[src/rtl/clock_div_detect.sv]
// rtl/clock_div_detect.sv - measures the ratio of a synchronous divided clock (/2, /4, /8)
// Optional duty-cycle check enabled by defining CLOCK_DIV_DETECT_DUTY_EN.
module clock_div_detect #(
  parameter int LOCK_CNT = 3,
  parameter int TIMEOUT  = 32
) (
  input  logic       clk_in,
  input  logic       rst_n,
  input  logic       clk_meas,
  input  logic       start,
  output logic [3:0] div_det,
  output logic       valid,
  output logic       busy,
  output logic       err
);

  localparam logic [1:0] S_IDLE    = 2'd0;
  localparam logic [1:0] S_SYNC    = 2'd1;
  localparam logic [1:0] S_MEASURE = 2'd2;
  localparam logic [1:0] S_DONE    = 2'd3;

  localparam logic [2:0] LOCK_W = 3'(LOCK_CNT);
  localparam logic [5:0] TO_W   = 6'(TIMEOUT);

  logic [1:0] state_q, state_d;
  logic       meas_q, meas_d;
  logic [5:0] per_q, per_d;
  logic [2:0] match_q, match_d;
  logic [3:0] ref_q, ref_d;
  logic [3:0] div_q, div_d;
  logic       valid_q, valid_d;
  logic       busy_q, busy_d;
  logic       err_q, err_d;

  logic       rise;
  logic [5:0] per_inc;
  logic [3:0] p_code;
  logic       duty_ok;

  assign rise    = clk_meas & ~meas_q;
  assign per_inc = (per_q == 6'h3f) ? per_q : per_q + 6'd1;

  // per_q holds the cycle distance since the last edge, so at an edge it is the period
  always_comb begin
    case (per_q)
      6'd2:    p_code = 4'b0010;
      6'd4:    p_code = 4'b0100;
      6'd8:    p_code = 4'b1000;
      default: p_code = 4'b0000;
    endcase
  end

`ifdef CLOCK_DIV_DETECT_DUTY_EN
  logic [5:0] hi_q, hi_d;

  always_comb begin
    hi_d = hi_q;
    if (rise) begin
      hi_d = 6'd1;
    end else if (clk_meas && hi_q != 6'h3f) begin
      hi_d = hi_q + 6'd1;
    end
  end

  assign duty_ok = (hi_q == {1'b0, per_q[5:1]});

  always_ff @(posedge clk_in or negedge rst_n) begin
    if (!rst_n) begin
      hi_q <= 6'd0;
    end else begin
      hi_q <= hi_d;
    end
  end
`else
  assign duty_ok = 1'b1;
`endif

  always_comb begin
    state_d = state_q;
    meas_d  = clk_meas;
    per_d   = per_inc;
    match_d = match_q;
    ref_d   = ref_q;
    div_d   = div_q;
    valid_d = valid_q;
    busy_d  = busy_q;
    err_d   = err_q;
    case (state_q)
      S_IDLE, S_DONE: begin
        if (start) begin
          state_d = S_SYNC;
          per_d   = 6'd1;
          match_d = 3'd0;
          ref_d   = 4'd0;
          div_d   = 4'd0;
          valid_d = 1'b0;
          err_d   = 1'b0;
          busy_d  = 1'b1;
        end
      end
      S_SYNC: begin
        if (rise) begin
          state_d = S_MEASURE;
          per_d   = 6'd1;
        end else if (per_q >= TO_W) begin
          state_d = S_DONE;
          err_d   = 1'b1;
          div_d   = 4'd0;
          busy_d  = 1'b0;
        end
      end
      S_MEASURE: begin
        if (rise) begin
          per_d = 6'd1;
          if (p_code == 4'd0 || !duty_ok) begin
            state_d = S_DONE;
            err_d   = 1'b1;
            div_d   = 4'd0;
            busy_d  = 1'b0;
          end else if (match_q != 3'd0 && p_code == ref_q) begin
            match_d = match_q + 3'd1;
            if (match_q + 3'd1 == LOCK_W) begin
              state_d = S_DONE;
              div_d   = p_code;
              valid_d = 1'b1;
              busy_d  = 1'b0;
            end
          end else begin
            ref_d   = p_code;
            match_d = 3'd1;
          end
        end else if (per_q >= TO_W) begin
          state_d = S_DONE;
          err_d   = 1'b1;
          div_d   = 4'd0;
          busy_d  = 1'b0;
        end
      end
      default: state_d = S_IDLE;
    endcase
  end

  always_ff @(posedge clk_in or negedge rst_n) begin
    if (!rst_n) begin
      state_q <= S_IDLE;
      meas_q  <= 1'b0;
      per_q   <= 6'd0;
      match_q <= 3'd0;
      ref_q   <= 4'd0;
      div_q   <= 4'd0;
      valid_q <= 1'b0;
      busy_q  <= 1'b0;
      err_q   <= 1'b0;
    end else begin
      state_q <= state_d;
      meas_q  <= meas_d;
      per_q   <= per_d;
      match_q <= match_d;
      ref_q   <= ref_d;
      div_q   <= div_d;
      valid_q <= valid_d;
      busy_q  <= busy_d;
      err_q   <= err_d;
    end
  end

  assign div_det = div_q;
  assign valid   = valid_q;
  assign busy    = busy_q;
  assign err     = err_q;

endmodule
[config.mk]
export PLATFORM = sky130hd
export DESIGN_NAME = clock_div_detect
export DESIGN_NICKNAME = d
export VERILOG_FILES = /design/src/rtl/clock_div_detect.sv
export SDC_FILE = /design/constraint.sdc
export NUM_CORES = 1
export LEC_CHECK = 0
export CAP_MARGIN = 15
export CORE_MARGIN = 8
export CORE_UTILIZATION = 39
export DETAILED_ROUTE_END_ITERATION = 8
export HOLD_SLACK_MARGIN = 0.08
export SYNTH_ARGS = -nofsm -noshare
export SYNTH_HDL_FRONTEND = slang
export SYNTH_SLANG_ARGS = --single-unit
[constraint.sdc]
create_clock -name clk_in -period 2.8 [get_ports clk_in]
set_input_delay 0.28 -clock clk_in [delete_from_list [all_inputs] [get_ports clk_in]]
set_output_delay 0.28 -clock clk_in [all_outputs]
set_load 0.01 [all_outputs]
==> key figures, run 1 <==
Run status
  • Status: completed

Clock tree
  • Max Buffers Root-to-Sink: 2
  • H-tree levels: 1
  • # hold bufs at CTS: 0
  • Setup bufs post-CTS: 0
  • CTS tree: done
  • Clock Latency Late Sink: 0.26 ns
  • # clock sinks: 22
  • Total CTS buffers: 3
  • Worst-path clk slew: approximately 0.08 ns
  • Post-CTS resize count: 0
  • Clock Root Buffer: clkbuf_8

Layout
  • Most frequent cells in the layout: dfrtp_1 (22), o21ai_0 (14), nor2_1 (13), nand2_1 (12)
  • Most common cell after layout, fill and taps aside: dfrtp_1
  • Synthesis-to-layout area growth: 11.2%
  • Number of diodes: 0
  • Layout cells sized above 1: between 10% and 20%
  • Filler instances: roughly 350
  • Layout Nets: 170

STA
  • Worst clock skew: between 0.004 and 0.005 ns
  • Setup TNS: 0 ns
  • Final Max Slew Viols: 0
  • Peak Freq: 400 MHz
  • Final min period: around 2.5 ns
  • Slew HR: between 50% and 60%
  • Final Cycle Share: roughly nine tenths
  • RSZ-0062 raised after global routing: false
  • Slew @ Worst Pin: 0.640 ns
  • Finish-stage setup viols: 0
  • Post-route worst setup slack: roughly 0.30 ns
  • Hold Violations, Final: 0

Floorplan
  • Rows: 22
  • Die X: 76.8 µm
  • Starting Density: 40.0%
  • Die Y: just under 80 µm
  • Die area: around 5900 µm²
  • I/O pin total: 11
  • Core area: around 3600 µm²

Global route
  • Largest net degree at the start of global routing: 23
  • Vias in the first global route: about 1000
  • Remaining global-route overflow: 0
  • Initial antenna violation count: 0
  • GRT Resource Usage Total: 9.52%
  • First-pass GRT wire length: ~4800 µm

Detailed routing
  • Routed Wire Length: around 2700 µm
  • Via density: ~5.3
  • Vias: approximately 1100
  • DR WL/cell: 13.3 µm
  • Starting DRT DRC Count: 44
  • Final ANT Viol Nets: 0
  • DRC violations left: 0
  • 1st-pass router iterations: 4

Critical path
  • Critical Path End Type: flip-flop
  • Worst endpoint required time: around 3.0 ns
  • Worst-path fanout max: 9
  • CP arrival: roughly 2.7 ns
  • Crit path kind: reg -> reg
  • Crit start category: flip-flop

Synthesis
  • Synth warn: 0
  • Register area share after synthesis: about two fifths
  • Yosys cell types: between 40 and 50
  • Syn_nets: approximately 160
  • Avg Cell Area, Syn: between 9 and 10 µm²
  • Cells after synthesis: 150
  • Seq cells post-synth: 22
  • Mapped cell area: 1440 µm²

Pwr
  • Lkg Pwr: about 0.00068 µW
  • Worst vdd ir: approximately 0.00051 V
  • Cell area power density: around 850 nW/µm²

Placed design
  • HPWL after DPL: about 2100 µm
  • Pre-CTS WS: a little over 0.3 ns
  • GPL Wtd Cong: approximately 0.77
  • Port bufs: 10

Run
  • Max cap viols: 0

Min path
  • Worst Hold Class: in -> async
-- layout make-up --
class	instances	area, µm²	area share (%)
multi-input cells	114	792	49.4
flip-flops and latches	22	551	34.3
repair buffers	11	108	6.71
well taps	48	60.1	3.74
clock buffers	3	41.3	2.57
clock inverters	1	30.0	1.87
inverters	6	22.5	1.40
-- cell families after synthesis --
family,Yosys count,synth area share [%]
buf+inv,14,6.94
compound gates,42,19.3
simple gates,59,24.2
xor+xnor,4,3.73
mux,1,0.694
fa+ha+maj,8,6.94
flops,22,38.2
-- layer usage --
layer	global-route usage, %	vias to the layer above	part of all wire, %
met3	2.91	2	3.5
met5	0	-	0
met1	11.7	521	49
met2	16.0	14	47
li1	-	544	-
met4	1.73	0	0.44
-- Yosys cell counts, drive strengths merged --
library cell | instances | area, µm²
dfrtp | 22 | 551
and4bb | 1 | 12.5
clkbuf | 3 | 21.3
or3b | 1 | 8.76
a21oi | 10 | 50.1
and3 | 2 | 12.5
nor4bb | 1 | 10.0
nor2 | 13 | 48.8
nand3 | 4 | 25.0
or2 | 3 | 21.3
xnor2 | 2 | 17.5
a311o | 1 | 10.0
a21o | 1 | 7.51
nand3b | 4 | 30.0
o22ai | 1 | 6.26
nand2b | 4 | 25.0
o21ai | 17 | 96.4
o22a | 2 | 17.5
nand2 | 13 | 51.3
inv | 6 | 22.5
o31ai | 1 | 7.51
a211oi | 3 | 22.5
o21a | 1 | 7.51
nor2b | 2 | 12.5
xor2 | 2 | 36.3
and2b | 2 | 17.5
and4 | 1 | 10.0
or4b | 1 | 13.8
o21bai | 1 | 7.51
a22oi | 1 | 7.51
a31oi | 1 | 21.3
nor3 | 3 | 15.0
o2bb2ai | 1 | 8.76
o32ai | 1 | 8.76
buf | 5 | 56.3
or3 | 1 | 6.26
ha | 8 | 100
nor4b | 1 | 8.76
nor3b | 2 | 20.0
mux2i | 1 | 10.0
-- worst paths after layout --
check	cells past startpoint	startpoint	slack (ns)	endpoint
worst max-delay path	8	per_q[0]$_DFF_PN0_	0.30	div_det[3]$_DFFE_PN0P_
worst min-delay path	2	rst_n	0.35	match_q[1]$_DFFE_PN0P_
worst max register to register	8	per_q[0]$_DFF_PN0_	0.30	div_det[3]$_DFFE_PN0P_
worst min register to register	1	div_det[0]$_DFFE_PN0P_	0.50	div_det[0]$_DFFE_PN0P_
max in group asynchronous	2	rst_n	2.22	meas_q$_DFF_PN0_
min in group clk_in	1	div_det[0]$_DFFE_PN0P_	0.50	div_det[0]$_DFFE_PN0P_
-- state kept, by name, summed over array words and instances (netlist names) --
register / count
valid: 1
busy: 1
meas_q: 1
err: 1
state_q: 2
match_q: 3
div_det: 4
ref_q: 3
per_q: 6
-- worst max-delay path, stage by stage (launching register included) --
cell and delay (ns):
dfrtp_1 0.40, inv_1 0.13, ha_1 0.15, or3b_2 0.45
or2_4 0.28, xor2_4 0.20, a31oi_4 0.15, or4b_4 0.54
o21ai_2 0.14
-- metrics by stage --
step           utilization, %  area [µm²]  instances  hold slack, ns  power, µW
4_1_cts                  44.5        1600        205           0.362       1380
3_5_place_dp             42.5        1530        201           0.489       1070
6_report                 44.5        1600        205           0.353       1360
2_1_floorplan               -        1440        150         -0.0156        987
5_1_grt                  44.5        1600        205           0.375       1480
3_3_place_gp             42.5        1530        201           0.480       1060
-- where the power goes --
part	internal (µW)	switching, µW
clock network	191	107
logic	239	364
registers	383	79.8
No activity file was read; power rests on OpenSTA's default activity.
==> run 2, diff against run 1 <==
Settings changed: MAX_ROUTING_LAYER from default to met4.
==> run 2 against run 1 <==
  * Sequential cell count unchanged
  * Sequential share of layout area is the same
  * Clock skew about the same
  * Final area did not move
  * Routed wire length unchanged
  * Power hardly changed
  * First-iteration DRC count is 6.8% lower
  * Global-route usage up 0.26 points
  * Utilization unchanged
  * Combinational power hardly changed
  * Register-to-register slack is essentially flat
  * Count of clock-buffer cells in the layout unchanged
  * Largest cell class unchanged
==> key figures, run 2 (synthesized netlist as in run 1, its figures left out) <==
Run status
  • Status: completed

Layout
  • Most frequent cells in the layout: dfrtp_1 (22), o21ai_0 (14), nor2_1 (13), nand2_1 (12)
  • Largest register FFs: 6
  • Synthesis-to-layout area growth: 11.2%
  • Area of the multi-input gates: between 700 and 800 µm²
  • Layout Nets: between 150 and 200
  • Top reg by flops: per_q
  • Most common cell after layout, fill and taps aside: dfrtp_1
  • Number of diodes: 0
  • Filler instances: around 350
  • Layout cells sized above 1: 13.4%
  • Register Area: 551 µm²

STA
  • Worst clock skew: 0.00463 ns
  • RSZ-0062 raised after global routing: false
  • Finish-stage setup viols: 0
  • Setup TNS: 0 ns
  • Slew HR: 56.9%
  • Post-route worst setup slack: about 0.30 ns
  • Slew @ Worst Pin: 0.640 ns
  • WHS: about 0.35 ns
  • Final Max Slew Viols: 0
  • Hold Violations, Final: 0
  • Final Cycle Share: between 80% and 90%
  • Peak Freq: approximately 400 MHz
  • Final min period: ~2.5 ns

Critical path
  • Crit path kind: reg -> reg
  • Slowest cell delay on critical path: about 0.54 ns
  • Critical path buffers and inverters: 1
  • CP cell instances: inv_1 -> ha_1 -> or3b_2 -> or2_4 -> xor2_4 -> a31oi_4 -> or4b_4 -> o21ai_2
  • Crit path max-delay family: simple AND/OR/NAND/NOR gates
  • Critical Path End Type: flip-flop
  • CP arrival: 2.70 ns
  • Worst endpoint required time: 3.00 ns
  • Worst-path fanout max: 9
  • Crit start category: flip-flop
  • Slowest-stage cell, CP: or4b_4

Detailed routing
  • Vias: ~1100
  • Via density: approximately 5.3
  • Final ANT Viol Nets: 0
  • DR WL/cell: 13.3 µm
  • 1st-pass router iterations: 4
  • Routed Wire Length: between 2000 and 3000 µm
  • Starting DRT DRC Count: 41
  • DRC violations left: 0

Placed design
  • HPWL after DPL: a little over 2000 µm
  • GPL Wtd Cong: about 0.78
  • Port bufs: 10
  • Pre-CTS WS: 0.308 ns

Floorplan
  • Die Y: between 70 and 80 µm
  • Die X: just under 80 µm
  • Starting Density: 40.0%
  • I/O pin total: 11
  • Rows: 22
  • Core area: ~3600 µm²
  • Die area: approximately 5900 µm²

Pwr
  • Worst vdd ir: a little over 0.0005 V
  • Lkg Pwr: just under 0.0007 µW
  • Cell area power density: 851 nW/µm²

Clock tree
  • # clock sinks: 22
  • Total CTS buffers: 3
  • Clock Latency Late Sink: roughly 0.26 ns
  • Worst-path clk slew: roughly 0.080 ns
  • Post-CTS resize count: 0
  • # hold bufs at CTS: 0
  • H-tree levels: 1
  • CTS tree: done
  • Clock Root Buffer: clkbuf_8
  • Setup bufs post-CTS: 0
  • Max Buffers Root-to-Sink: 2

Global route
  • Initial antenna violation count: 0
  • Largest net degree at the start of global routing: 23
  • Vias in the first global route: approximately 1000
  • GRT Resource Usage Total: about a tenth
  • First-pass GRT wire length: 4790 µm
  • Remaining global-route overflow: 0

Min path
  • Worst Hold Class: in -> async

Run
  • Max cap viols: 0
-- run 2: path summary, 6_finish.rpt --
check / start / slack [ns] / endpoint / cells past startpoint
min in group clk_in: div_det[0]$_DFFE_PN0P_ / 0.50 / div_det[0]$_DFFE_PN0P_ / 1
max in group asynchronous: rst_n / 2.22 / meas_q$_DFF_PN0_ / 2
worst min-delay path: rst_n / 0.35 / match_q[1]$_DFFE_PN0P_ / 2
worst min register to register: div_det[0]$_DFFE_PN0P_ / 0.50 / div_det[0]$_DFFE_PN0P_ / 1
worst max register to register: per_q[0]$_DFF_PN0_ / 0.30 / div_det[3]$_DFFE_PN0P_ / 8
worst max-delay path: per_q[0]$_DFF_PN0_ / 0.30 / div_det[3]$_DFFE_PN0P_ / 8
-- run 2: where the power goes --
group	leakage, µW	internal, µW	total, µW	switching [µW]
clock	0.0000357	191	298	107
sequential	0.000293	383	463	79.8
combinational	0.000353	239	603	364
-- run 2: cell type report --
type                            count  share of cell area [%]
Tap cell                           48                    3.74
Sequential cell                    22                    34.3
Inverter                            6                    1.40
Clock inverter                      1                    1.87
Timing Repair Buffer               11                    6.71
Multi-Input combinational cell    114                    49.4
Clock buffer                        3                    2.57
-- run 2: per-layer routing --
metal,vias to the layer above,track usage (%),part of all wire [%]
met4,0,1.73,0.44
met2,14,16.0,47
li1,544,-,-
met3,2,2.80,3.1
met5,-,-,0
met1,521,11.8,49
-- run 2: through the flow --
step	std cells	utilization, %	area (µm²)	total power (µW)
floorplan	150	-	1440	987
global placement	201	42.5	1530	1060
detailed placement	201	42.5	1530	1070
CTS	205	44.5	1600	1380
global route	205	44.5	1600	1480
finish	205	44.5	1600	1360
==> run 3, diff against run 2 <==
Settings changed: ABC_CLOCK_PERIOD_IN_PS from default to 2800, CORE_MARGIN 8 to 2, RECOVER_POWER from default to 100.
==> run 3 against run 2 <==
  * Count of clock-buffer cells in the layout stayed put
  * Register-to-register slack worse by 0.04 ns
  * Highest routed layer unchanged
  * Final area down 1.2%
  * Clock power barely moved
==> key figures, run 3 (synthesized netlist as in run 1, its figures left out) <==
Run status
  • Status: completed

Global route
  • Largest net degree at the start of global routing: 23
  • First-pass GRT wire length: 4500 µm
  • GRT Resource Usage Total: 13.7%
  • Remaining global-route overflow: 0
  • Initial antenna violation count: 0
  • Vias in the first global route: between 1000 and 1500

Critical path
  • FF-to-FF Start: per_q[0]$_DFF_PN0_
  • Worst-path fanout max: 9
  • Crit path kind: reg -> reg
  • RR Endpoint: div_det[3]$_DFFE_PN0P_
  • Critical path buffers and inverters: 1
  • Critical Path End Type: flip-flop
  • Crit start category: flip-flop
  • CP arrival: about 2.7 ns
  • Worst endpoint required time: approximately 3.0 ns
  • Worst R2R Path Depth: 8
  • Slowest cell delay on critical path: approximately 0.54 ns
  • Slowest-stage cell, CP: or4b_4
  • Crit path max-delay family: simple AND/OR/NAND/NOR gates
  • CP cell instances: inv_1 -> ha_1 -> or3b_2 -> or2_4 -> xor2_2 -> a31oi_4 -> or4b_4 -> o21ai_2
  • Reg2reg setup slack: about 0.26 ns

Clock tree
  • Clock Root Buffer: clkbuf_8
  • # clock sinks: 22
  • H-tree levels: 1
  • # hold bufs at CTS: 0
  • Max Buffers Root-to-Sink: 2
  • Worst-path clk slew: 0.08 ns
  • Setup bufs post-CTS: 0
  • Total CTS buffers: 3
  • Clock Latency Late Sink: between 0.2 and 0.3 ns
  • Post-CTS resize count: 0
  • CTS tree: done

STA
  • Slew @ Worst Pin: 1.19 ns
  • Peak Freq: between 300 and 400 MHz
  • Post-route worst setup slack: approximately 0.26 ns
  • Setup TNS: 0 ns
  • Final Max Slew Viols: 0
  • Finish-stage setup viols: 0
  • Final min period: 2.54 ns
  • Final Cycle Share: 90.6%
  • RSZ-0062 raised after global routing: false
  • Slew HR: about 21%
  • Hold Violations, Final: 0
  • Worst clock skew: 0.00174 ns

Pwr
  • Worst vdd ir: 0.000505 V
  • Sw frac: between 40% and 50%
  • Clock network fraction of total power: 22.3%
  • Net Switching: about 550 µW
  • Cell area power density: roughly 850 nW/µm²
  • Gate power share: between 40% and 50%
  • Sequential Power Share: about a third
  • Lkg Pwr: between 0.0006 and 0.0007 µW
  • Internal: between 800 and 900 µW

Placed design
  • Pre-CTS WS: around 0.31 ns
  • HPWL after DPL: approximately 2000 µm
  • Port bufs: 10
  • Placed cell areas: between 1500 and 2000 µm²
  • GPL Wtd Cong: between 0.7 and 0.8

Layout
  • Number of diodes: 0
  • Most frequent cells in the layout: dfrtp_1 (22), o21ai_0 (14), nor2_1 (13), nand2_1 (12), a21oi_1 (10)
  • Top reg by flops: per_q
  • Register Area: between 500 and 600 µm²
  • Most common cell after layout, fill and taps aside: dfrtp_1
  • Synthesis-to-layout area growth: 9.80%
  • Largest register FFs: 6
  • Layout Nets: 170
  • Fin area: around 1600 µm²
  • Layout cells sized above 1: approximately an eighth
  • Final Util: 43.9%
  • Filler instances: between 300 and 400
  • Area of the multi-input gates: 776 µm²

Floorplan
  • Die X: 64.8 µm
  • Die Y: around 65 µm
  • Core area: between 3000 and 4000 µm²
  • Rows: 22
  • I/O pin total: 11
  • Die area: between 4000 and 5000 µm²
  • Starting Density: around two fifths

Detailed routing
  • 1st-pass router iterations: 4
  • DRC violations left: 0
  • Routed Wire Length: around 2700 µm
  • Starting DRT DRC Count: 64
  • Final ANT Viol Nets: 0
  • DR WL/cell: around 13 µm
  • Vias: 1090
  • Via density: roughly 5.3

Min path
  • Worst Hold End: div_det[0]$_DFFE_PN0P_
  • Worst Hold Class: reg -> reg
  • Hold-critical path depth: 1
  • Worst hold path startpoint: div_det[0]$_DFFE_PN0P_

Run
  • Max cap viols: 0
[run 3: metal layers]
metal	wire, µm	up-vias	GRT usage [%]
met5	0	-	-
met4	11	0	1.60
met3	62	2	3.65
met2	1280	10	22.2
met1	1300	534	17.9
li1	-	544	-
[run 3: area by class of cell]
| cell class | count | share of cell area, % |
|---|---|---|
| Sequential cell | 22 | 34.8 |
| Clock inverter | 1 | 1.90 |
| Clock buffer | 3 | 2.61 |
| Tap cell | 48 | 3.79 |
| Multi-Input combinational cell | 114 | 49.0 |
| Timing Repair Buffer | 11 | 6.56 |
| Inverter | 6 | 1.42 |
[run 3: power by group through the flow]
stage	combinational (µW)	sequential, µW	clock [µW]
floorplan	546	441	0
global route	665	473	320
detailed placement	601	469	0
CTS	605	463	310
finish	590	460	301
global placement	592	463	0
[run 3: metrics by stage]
stage               hold WS [ns]  cells  power [µW]
finish                     0.489    205        1350
detailed placement         0.488    201        1070
global placement           0.483    201        1050
floorplan                -0.0156    150         987
global route               0.534    205        1460
CTS                        0.357    205        1380
[run 3: how the worst max path moves through the flow]
stage                     slack, ns                from                endpoint  depth (start not counted)
after floorplan                0.43  per_q[0]$_DFF_PN0_  div_det[3]$_DFFE_PN0P_                          8
after global placement         0.37  per_q[0]$_DFF_PN0_  div_det[3]$_DFFE_PN0P_                          8
after detailed placement       0.31  per_q[0]$_DFF_PN0_  div_det[3]$_DFFE_PN0P_                          8
after CTS                      0.29  per_q[0]$_DFF_PN0_  div_det[3]$_DFFE_PN0P_                          8
after global routing            0.1  per_q[0]$_DFF_PN0_  div_det[3]$_DFFE_PN0P_                          8
final                          0.26  per_q[0]$_DFF_PN0_  div_det[3]$_DFFE_PN0P_                          8
